**src/rtl/cpu_ifetch.sv**
```systemverilog
// Instruction-fetch stage: owns the PC, fetches words over a req/ready memory
// handshake and hands them to decode/execute over a valid/ack handshake.
module cpu_ifetch #(
  parameter logic [31:0] RESET_PC       = 32'h0000_0000,
  parameter int unsigned TIMEOUT_CYCLES = 16
) (
  input  logic        clk,
  input  logic        rst_n,
  output logic        imem_req,
  output logic [31:0] imem_addr,
  input  logic        imem_ready,
  input  logic [31:0] imem_rdata,
  output logic [31:0] instruction,
  output logic        instr_valid,
  input  logic        instr_ack,
  output logic [31:0] pc,
  output logic [31:0] PC_plus_4,
  input  logic [31:0] Addr_Result,
  input  logic        Zero,
  input  logic        Branch,
  input  logic        nBranch,
  input  logic        Jmp,
  input  logic        Jal,
  input  logic        Jr,
  input  logic [31:0] Read_data_1,
  output logic        fetch_err
);

  localparam logic [1:0] ST_REQ   = 2'd0;
  localparam logic [1:0] ST_VALID = 2'd1;
  localparam logic [1:0] ST_ERR   = 2'd2;

  localparam logic [31:0] TIMEOUT_LAST = 32'(TIMEOUT_CYCLES) - 32'd1;

  logic [1:0]  state_r;
  logic [31:0] pc_r;
  logic [31:0] instr_r;
  logic [31:0] cnt_r;
  logic        err_r;
  logic [31:0] next_pc_s;
  logic        taken_s;
  logic        timeout_hit_s;

  assign PC_plus_4   = pc_r + 32'd4;
  assign pc          = pc_r;
  assign imem_addr   = pc_r;
  assign instruction = instr_r;
  assign fetch_err   = err_r;
  // Gated by rst_n so both handshakes drop the instant reset asserts.
  assign imem_req    = rst_n & (state_r == ST_REQ);
  assign instr_valid = rst_n & (state_r == ST_VALID);

  assign taken_s       = (Branch & Zero) | (nBranch & ~Zero);
  assign timeout_hit_s = (TIMEOUT_CYCLES != 32'd0) && (cnt_r == TIMEOUT_LAST);

  // Next-PC selection: jr, then j/jal, then taken branch, else sequential.
  always_comb begin
    next_pc_s = PC_plus_4;
    if (Jr) begin
      next_pc_s = {Read_data_1[31:2], 2'b00};
    end else if (Jmp || Jal) begin
      next_pc_s = {PC_plus_4[31:28], instr_r[25:0], 2'b00};
    end else if (taken_s) begin
      next_pc_s = Addr_Result;
    end else begin
      next_pc_s = PC_plus_4;
    end
  end

  // Fetch FSM with PC, instruction latch, timeout counter and sticky error.
  always_ff @(posedge clk or negedge rst_n) begin
    if (!rst_n) begin
      state_r <= ST_REQ;
      pc_r    <= RESET_PC;
      instr_r <= 32'h0000_0000;
      cnt_r   <= 32'd0;
      err_r   <= 1'b0;
    end else begin
      case (state_r)
        ST_REQ: begin
          // A ready on the final allowed cycle still wins over the timeout.
          if (imem_ready) begin
            instr_r <= imem_rdata;
            cnt_r   <= 32'd0;
            state_r <= ST_VALID;
          end else if (timeout_hit_s) begin
            cnt_r   <= cnt_r + 32'd1;
            err_r   <= 1'b1;
            state_r <= ST_ERR;
          end else begin
            cnt_r   <= cnt_r + 32'd1;
          end
        end
        ST_VALID: begin
          if (instr_ack) begin
            pc_r    <= next_pc_s;
            state_r <= ST_REQ;
          end else begin
            state_r <= ST_VALID;
          end
        end
        ST_ERR: begin
          err_r   <= 1'b1;
          state_r <= ST_ERR;
        end
        default: begin
          err_r   <= 1'b1;
          state_r <= ST_ERR;
        end
      endcase
    end
  end

endmodule

```
**config.mk**
```make
export PLATFORM = sky130hd
export DESIGN_NAME = cpu_ifetch
export DESIGN_NICKNAME = d
export VERILOG_FILES = /design/src/rtl/cpu_ifetch.sv
export SDC_FILE = /design/constraint.sdc
export NUM_CORES = 1
export LEC_CHECK = 0
export BUFFER_PORTS_ARGS = -buffer_cell sky130_fd_sc_hd__buf_2
export CAP_MARGIN = 20
export CELL_PAD_IN_SITES_DETAIL_PLACEMENT = 0
export CELL_PAD_IN_SITES_GLOBAL_PLACEMENT = 1
export CORE_MARGIN = 2
export CORE_UTILIZATION = 25
export DETAILED_ROUTE_END_ITERATION = 12
export MAX_ROUTING_LAYER = met4
export PLACE_DENSITY = 0.66
export SYNTH_ARGS = -nofsm -noshare
export SYNTH_HDL_FRONTEND = slang
export SYNTH_SLANG_ARGS = --single-unit
```
**constraint.sdc**
```tcl
create_clock -name clk -period 1.94 [get_ports clk]
set_input_delay 0.097 -clock clk [delete_from_list [all_inputs] [get_ports clk]]
set_output_delay 0.097 -clock clk [all_outputs]
set_load 0.02 [all_outputs]
```
**Word-level counts from Yosys, hierarchy flattened**

Index checks and enable logic that the tools add are counted.

- Input bits: 106
- Flip-flop bits (word level): 99
- Output and inout port bits: 131
- Logic and storage cells: 35
- Bits in latches: 0
- RAM bits: 0
- Memory bits (read-only): 0
- Memories kept: 0

- Bitwise operators: 7
- Shift operators: 0
- Divide/modulo/power cells: 0
- Add/subtract/negate cells: 2
- Reduce and logical (&&, ||, !) cells: 5
- Eq/ne operators: 5
- Multiply operators: 0
- Muxes and demuxes: 11
- Magnitude comparators: 0

Operator list:

| operator | count |
|---|---|
| 32-bit 2-to-1 mux | 4 |
| 32-bit by 1-bit adder with 32-bit output (second input constant) | 1 |
| 32-bit by 3-bit adder with 32-bit output (second input constant) | 1 |
| 32-bit by 4-bit == test with 1-bit output (second input constant) | 1 |
| 1-bit AND | 4 |
| 2-bit 2-to-1 mux | 2 |
| 2-bit inequality test (second input constant) | 2 |
| 2-bit case mux with 2 select lines | 1 |
| 2-bit AND reduction | 2 |
| 1-bit 2-to-1 mux | 3 |
| 3-bit inequality test (second input constant) | 1 |
| 3-bit AND reduction | 1 |
| 2-bit by 1-bit == test with 1-bit output (second input constant) | 1 |
| 2-bit logical NOT | 1 |
| 1-bit inverter | 2 |
| 1-bit case mux with 2 select lines | 1 |
| 1-bit logical OR | 1 |
| 1-bit bitwise OR | 1 |

**Longest topological paths before layout**

Gate-level depths: netlist (run 1).

- Depth in word-level cells: 6
- Mapped depth: 8
- Depth with buffers taken out: 6

**Worst setup path after synthesis (run 1)**

No wires, ideal clock.

- Path kind: register -> register
- Start: register pc_r[2], in the netlist imem_addr[2]
- End: register pc_r[30], in the netlist imem_addr[30]
- Path slack: -0.442 ns
- Arrival time: 2.314 ns
- Period minus slack after synthesis: 2.382 ns
- Data required time: 1.872 ns
- Stages on the path, launching flop included: 7
- Path buffers: 0
- Path through: dfrtp_1 > ha_1 > nand3_1 > nor4_4 > nand4_1 > xnor2_1 > o221a_1

- Word-level cells in the longest chain between the ends: 4

RTL lines:

| element | line | source |
|---|---|---|
| start, declared | 36 | `logic [31:0] pc_r;` |
| start signal, assigned | 96 | `pc_r <= next_pc_s;` |
| 32-bit by 3-bit adder with 32-bit output * | 44 | `assign PC_plus_4 = pc_r + 32'd4;` |
| named net PC_plus_4[30] | 17 | `output logic [31:0] PC_plus_4,` |
| 32-bit 2-to-1 mux | 63 | `end else if (taken_s) begin` |
| 32-bit 2-to-1 mux * | 61 | `end else if (Jmp \|\| Jal) begin` |
| 32-bit 2-to-1 mux * | 59 | `if (Jr) begin` |

Mark *: on every way through the listed nets, which the timed path passes. The rest lies on a longest branch.
A chain may end at the register's enable or synchronous reset.

**Final worst setup path (run 1)**

- Start: register pc_r[15], in the netlist imem_addr[15]
- End: output port PC_plus_4[24]

- Word-level cells in the longest chain between the ends: 1

RTL lines:

| element | line |
|---|---|
| 32-bit by 3-bit adder with 32-bit output | 44 |
| end, declared | 17 |

Every way passes these cells.

==> results of run 1 <==
## what timing repair did
item	4_1_cts	5_1_grt
pin swaps	11	20
endpoints found under the hold margin	47	0
resized for setup	21	60
hold buffers	33	0
setup endpoints to repair	20	26
setup buffers	11	21
## through the flow
step	std cells	setup TNS, ps
floorplan	652	-149
global placement	1215	0
detailed placement	1215	0
CTS	1274	-2070
global route	1296	-2230
finish	1296	-583
## worst min-delay path by stage
stage | from | slack [ps] | endpoint
4_1_cts | imem_rdata[16] | 10 | instruction[16]
3_5_place_dp | rst_n | 20 | cnt_r[30]
6_report | imem_rdata[18] | 30 | instruction[18]
5_1_grt | imem_rdata[16] | 20 | instruction[16]
2_1_floorplan | rst_n | -200 | cnt_r[0]
3_3_place_gp | rst_n | 20 | cnt_r[30]
## layout by cell type (no fill, tap or decap), drive strengths merged, types with 3 or more instances in the layout
cell,n
dlygate4sd3,33
inv,10
o211ai,4
o21ai,29
xor2,20
nand2,48
or3,8
nor3,14
nand4,22
a31oi,5
nor2,49
and3,20
nand3b,7
o22a,3
xnor2,28
nand2b,13
nor2b,7
clkbuf,10
buf,342
a221o,3
a31o,6
dfrtp,99
a221oi,14
and2,5
o31ai,16
a32o,8
nand3,21
mux2,33
a21oi,29
and4,5
a22oi,4
or2,4
nor4,21
## cells by family (layout without fill, tap and decap cells)
group / Yosys count / after routing
compound gates: 140 / 140
xor+xnor: 48 / 48
fa+ha+maj: 2 / 2
buf+inv: 79 / 398
flops: 99 / 99
mux: 35 / 35
other cells: 0 / 1
simple gates: 249 / 249
## power by group through the flow
stage	sequential [mW]	clock [mW]	combinational, mW
finish	2.86	1.87	4.25
global route	2.92	2.02	4.53
CTS	2.85	1.95	4.01
detailed placement	2.90	0	3.80
global placement	2.89	0	3.79
floorplan	3.36	0	1.94
## sequential cells by signal, indices dropped and copies added (netlist names)
register and flops:
cnt_r 32, imem_addr 32, instruction 32, state_r 2
fetch_err 1
## layout make-up
type / count / area, um^2 / share of cell area [%]
antenna: 1 / 2.50 / 0.0273
clock buffer: 10 / 229 / 2.50
clock inverter: 5 / 63.8 / 0.696
inverter: 8 / 30.0 / 0.327
multi-input combinational: 474 / 3460 / 37.7
sequential: 99 / 2490 / 27.2
tap: 324 / 405 / 4.42
timing repair buffer: 375 / 2490 / 27.2
## critical path, delay by kind of cell (launching register included)
kind	cells	cell delay [ps]
xor gates and xnor gates	1	140
buffers and inverters	4	530
and+or+nand+nor	3	540
DFF	1	420
## routing by layer
metal / track usage, % / vias up / wire (um)
met1: 22.8 / 3108 / 10000
met3: 2.99 / 31 / 1200
li1: - / 3004 / -
met4: 5.41 / 0 / 520
met5: - / - / 0
met2: 28.7 / 219 / 11300
==> summary.txt, run 1 <==
STA
  • Hold violation total from the final report: 0
  • Time the worst path needs with I/O delays and setup: 2060 ps
  • Slew at the pin closest to its max-slew limit: 573 ps
  • Count of final setup violators: 11
  • Number of slew-limit violations in the final report: 0
  • Fin Hold WS: 31.4 ps
  • Worst relative slew slack: 61.8%
  • Setup repair after global routing missed its margin: yes
  • Peak clock frequency supported by timing: 0.486 GHz
  • Clock skew after layout: 13.8 ps
  • PnR worst setup slack: -119 ps
  • Tcrit/Tclk final: 106%

Route
  • # DRC: 0
  • Overall via count from detail_route: 6362
  • Number of vias per cell: 4.91
  • Wire length after detailed routing: 23000 um
  • Total iterations of the first detailed-routing run: 4
  • Wire length per cell: 17.8 um
  • First-iteration detailed-routing DRC count: 353
  • Antenna Violating Nets Remaining: 0

Clock network
  • Clock transition at the registers of the reported paths: 80 ps
  • Number of buffers created by CTS: 9
  • Clock H-tree levels: 3
  • CTS tree: yes
  • Buffer levels on the longest clock path: 2
  • Cell at the root of the clock tree: clkbuf_16
  • Clock insertion delay at the later pin of the skew report: 350 ps
  • Clock sink count: 99

Power and ir drop
  • Logic pwr share: 47.3%
  • Clock network power share: 20.8%
  • Internal power contribution: 5.24 mW
  • Switch share: 41.7%
  • Total power per unit cell area: 980 mW/mm^2
  • Leakage power total: 4.24 nW
  • Net Switching: 3.75 mW
  • Pwr Total: 8.99 mW
  • VDD IR max: 363 uV
  • Sequential group share of total power: 31.9%

Worst setup path
  • Number of cells traversed by the worst register-to-register path: 9
  • Setup slack, reg-to-reg: 10 ps
  • CP Launch Type: flip-flop
  • Slowest stage cell on the critical path: dfrtp_2
  • Crit Reg-Reg Startpoint: imem_addr[15]
  • Critical path origin: imem_addr[15]
  • Largest incremental delay on the critical path: 420 ps
  • Cell Chain, Critical Path: nand4_1, nor4_4, buf_6, buf_4, buf_6, nand3_4, xnor2_2, buf_4
  • Crit-path max FO: 6
  • Worst setup path endpoint: PC_plus_4[24]
  • Critical setup path kind: flip-flop to primary output
  • Data required time of the worst path: 1840 ps
  • Worst reg2reg endpoint: imem_addr[24]
  • Crit path capture type: primary output
  • Crit path arrival time: 1960 ps

Global routing
  • Pin count of the biggest net entering global routing: 59
  • Gr usage total: 17.7%
  • Number of global-route vias before repair: 6013
  • First-pass GRT wire length: 34400 um
  • Grt total ovfl: 0
  • Antenna violations before repair: 1

Logic synthesis
  • Post-synth EDFFs: 0
  • Commonest cells in the synthesized netlist: dfrtp_1, nand2_1, nor2_1
  • Register bit total from synthesis: 99
  • Mapped Avg Cell Area: 9.35 um^2
  • Parity-gate share of the synthesized area counting xor and xnor cells: 6.90%
  • Adder and majority cell fraction of the synthesized area: 0.410%
  • Simple-gate share of the synthesized area: 22.4%
  • Top cells by area, synth: dfrtp_1, mux2_2, buf_4, xnor2_1, nand2_1
  • Fraction of registers with async set or reset after synthesis: 100%
  • Portion of the post-synthesis area used by sequential elements: 40.6%
  • Count leader, synth: dfrtp_1
  • Number of different library cells in the post-synthesis netlist: 61
  • Cell accounting for the most synthesized area: dfrtp_1
  • Synthesized-area fraction occupied by ao, oa, aoi and oai cells: 16.1%
  • Multiplexer share of the synthesized area: 6.42%
  • Dominant combinational cell family by area after synthesis: simple AND/OR/NAND/NOR gates
  • Yosys Warn Count: 0
  • Area share of the largest cell type after synthesis: 40.6%
  • Synthesized net count: 760
  • Cell area after technology mapping: 0.00610 mm^2
  • Synthesized instance count: 652
  • Leading register cell type out of synthesis: dfrtp_1

Placed design
  • Setup slack at placement: 55.1 ps
  • Post-Place Cell Area: 0.00795 mm^2
  • Dpl hpwl: 16900 um
  • Count of buffers inserted at the top-level ports: 234
  • Final RePlAce weighted congestion: 0.811

Finish
  • Filler Cells Inserted: 2501
  • Final core area utilization: 38.0%
  • Net total in the final layout: 1075
  • Final std cell area, no fill: 0.00917 mm^2
  • Fraction of final layout cells with drive strength greater than 1: 46.2%
  • Post-synthesis to final-layout area growth: 50.4%

Run
  • Max-cap violations: 0

Floorplanning
  • Width of the chip: 160 um
  • Core area: 0.0241 mm^2
  • Top-Level Pins: 237
  • Die ar.: 0.0257 mm^2
  • Initial cell density of the core: 25.3%
  • Vert. Die Dim: 160 um
  • Core Rows: 57

Hold path
  • Path type of the worst min-delay path: primary input to flip-flop
  • Worst hold stages: 2

Outcome
  • Outcome: finished with violations
  • Violated checks: negative setup slack
(Power assumes the default switching activity.)
==> inputs of run 2 (changes only) <==
--- a/config.mk
+++ b/config.mk
@@ -5,7 +5,7 @@
 export SDC_FILE = /design/constraint.sdc
 export NUM_CORES = 1
 export LEC_CHECK = 0
-export BUFFER_PORTS_ARGS = -buffer_cell sky130_fd_sc_hd__buf_2
+export BUFFER_PORTS_ARGS = -buffer_cell sky130_fd_sc_hd__buf_4
 export CAP_MARGIN = 20
 export CELL_PAD_IN_SITES_DETAIL_PLACEMENT = 0
 export CELL_PAD_IN_SITES_GLOBAL_PLACEMENT = 1
==> run 2 against run 1 <==
  * Via count fell by 2.0%
  * Critical path depth fell by 1
  * Cell count fell by 0.31%
  * Non-clock buffer count fell by 4
  * Sequential share of layout area fell by 1.3 points
  * Worst hold slack got worse by 9.6 ps
  * Register-to-register slack improved by 110 ps
  * Critical endpoint is now PC_plus_4[16]
  * Worst setup slack improved by 4.0 ps
  * Wire length rose by 2.0%
  * The run still ends with negative setup slack left
==> summary.txt, run 2 (synthesis results as in run 1) <==
Route
  • Total iterations of the first detailed-routing run: 7
  • Antenna Violating Nets Remaining: 0
  • Wire length after detailed routing: 23500 um
  • Number of vias per cell: 4.83
  • # DRC: 0
  • Wire length per cell: 18.2 um
  • Overall via count from detail_route: 6237
  • First-iteration detailed-routing DRC count: 365

Placed design
  • Final RePlAce weighted congestion: 0.809
  • Count of buffers inserted at the top-level ports: 234
  • Setup slack at placement: 36.1 ps
  • Post-Place Cell Area: 0.00847 mm^2
  • Dpl hpwl: 17300 um

Floorplanning
  • Core area: 0.0241 mm^2
  • Width of the chip: 160 um
  • Vert. Die Dim: 160 um
  • Initial cell density of the core: 25.3%
  • Core Rows: 57
  • Die ar.: 0.0257 mm^2
  • Top-Level Pins: 237

STA
  • Clock skew after layout: 12.3 ps
  • Tcrit/Tclk final: 106%
  • Number of slew-limit violations in the final report: 0
  • Worst relative slew slack: 65.1%
  • Peak clock frequency supported by timing: 0.487 GHz
  • Hold violation total from the final report: 0
  • Setup repair after global routing missed its margin: yes
  • Count of final setup violators: 11
  • Slew at the pin closest to its max-slew limit: 522 ps
  • PnR worst setup slack: -115 ps
  • Time the worst path needs with I/O delays and setup: 2060 ps

Global routing
  • Antenna violations before repair: 0
  • First-pass GRT wire length: 36200 um
  • Pin count of the biggest net entering global routing: 61
  • Gr usage total: 18.5%
  • Grt total ovfl: 0
  • Number of global-route vias before repair: 6104

Worst setup path
  • Cell Chain, Critical Path: nand3_4, buf_4, buf_6, nor4_4, buf_4, xor2_1, buf_4
  • Largest incremental delay on the critical path: 390 ps
  • Crit path capture type: primary output
  • Crit Reg-Reg Startpoint: imem_addr[6]
  • Count of buffer and inverter cells on the critical path: 4
  • Crit path arrival time: 1960 ps
  • Critical setup path kind: flip-flop to primary output
  • Slowest stage cell on the critical path: dfrtp_2
  • Critical path depth: 7
  • Number of cells traversed by the worst register-to-register path: 8
  • Data required time of the worst path: 1840 ps
  • Crit-path max FO: 5
  • Most common cell type on the critical path: buf_4
  • Crit path max-delay family: buffers and inverters
  • CP Launch Type: flip-flop
  • Critical path origin: imem_addr[6]

Finish
  • Post-synthesis to final-layout area growth: 58.0%
  • Final core area utilization: 40.0%
  • Final std cell area, no fill: 0.00964 mm^2
  • Most common library cell in the layout ignoring fill and taps: buf_4
  • Commonest cells after routing, fill and taps aside: buf_4, dfrtp_1, nand2_1
  • Net total in the final layout: 1071
  • Filler Cells Inserted: 2451
  • Antenna Cells: 0
  • Fraction of final layout cells with drive strength greater than 1: 46.2%

Run
  • Max-cap violations: 0

Clock network
  • Buffer levels on the longest clock path: 2
  • Number of buffers created by CTS: 9
  • Clock insertion delay at the later pin of the skew report: 360 ps
  • CTS tree: yes
  • Clock sink count: 99
  • Clock transition at the registers of the reported paths: 90 ps
  • Cell at the root of the clock tree: clkbuf_16
  • Clock H-tree levels: 3

Outcome
  • Outcome: finished with violations
  • Violated checks: negative setup slack

Power and ir drop
  • Leakage power total: 4.35 nW
  • Total power per unit cell area: 974 mW/mm^2
  • VDD IR max: 360 uV

Hold path
  • Path type of the worst min-delay path: primary input to flip-flop
  • Worst min-delay path startpoint: instr_ack
  • Worst hold stages: 3
-- run 2: changes by cell type in the layout (fill, tap and decap cells not counted), moves of 3 or more --
| cell | previous run | this run |
|---|---|---|
| buf_2 | 214 | 0 |
| buf_4 | 105 | 319 |
| buf_6 | 18 | 13 |
| nand2_2 | 0 | 3 |
| nor4_1 | 14 | 11 |
-- run 2: metrics by stage --
stage	instances	setup TNS [ps]	hold slack [ps]	power [mW]
after floorplan	652	-149	-199	5.29
after global placement	1209	0	38.2	7.21
after detailed placement	1209	0	38.7	7.23
after CTS	1276	-945	1.75	9.33
after global routing	1292	-2010	11.1	9.86
final	1292	-578	21.8	9.38
-- run 2: timing repair --
item | 4_1_cts | 5_1_grt
cloned | 0 | 0
pin swaps | 16 | 21
setup buffers | 16 | 17
hold buffers | 35 | 0
gates resized for setup | 27 | 31
endpoints found under the setup margin | 20 | 26
endpoints found under the hold margin | 52 | 0
-- run 2: where the power goes --
group	total, mW	internal [mW]	switching, mW
clock network	1.83	0.904	0.929
registers	2.89	2.46	0.424
logic	4.66	2.17	2.49
-- run 2: worst paths after layout --
check / endpoint / slack [ps]
max in group asynchronous: imem_addr[10] / 1060
worst max-delay path: PC_plus_4[16] / -120
worst max register to register: imem_addr[20] / 120
worst min-delay path: state_r[0] / 20
min in group asynchronous: cnt_r[15] / 190
worst min register to register: fetch_err / 490
-- run 2: tightest hold or removal path, stage by stage --
cell,delay (ps)
buf_4,90
nand2b_1,90
a21oi_1,60
-- run 2: cell type report --
class / instances / area [um^2] / share of cell area, %
Tap cell: 324 / 405 / 4.21
Clock inverter: 6 / 56.3 / 0.584
Inverter: 8 / 30.0 / 0.312
Clock buffer: 10 / 229 / 2.38
Sequential cell: 99 / 2490 / 25.9
Multi-Input combinational cell: 474 / 3450 / 35.8
Timing Repair Buffer: 371 / 2970 / 30.8
-- run 2: routing by layer --
metal	share of wire [%]	vias to the layer above	GRT usage [%]	wire, um
li1	-	3002	-	-
met5	0	-	-	0
met2	50	186	30.9	11800
met1	44	3030	23.8	10300
met3	4.5	19	2.55	1050
met4	1.3	0	4.38	312
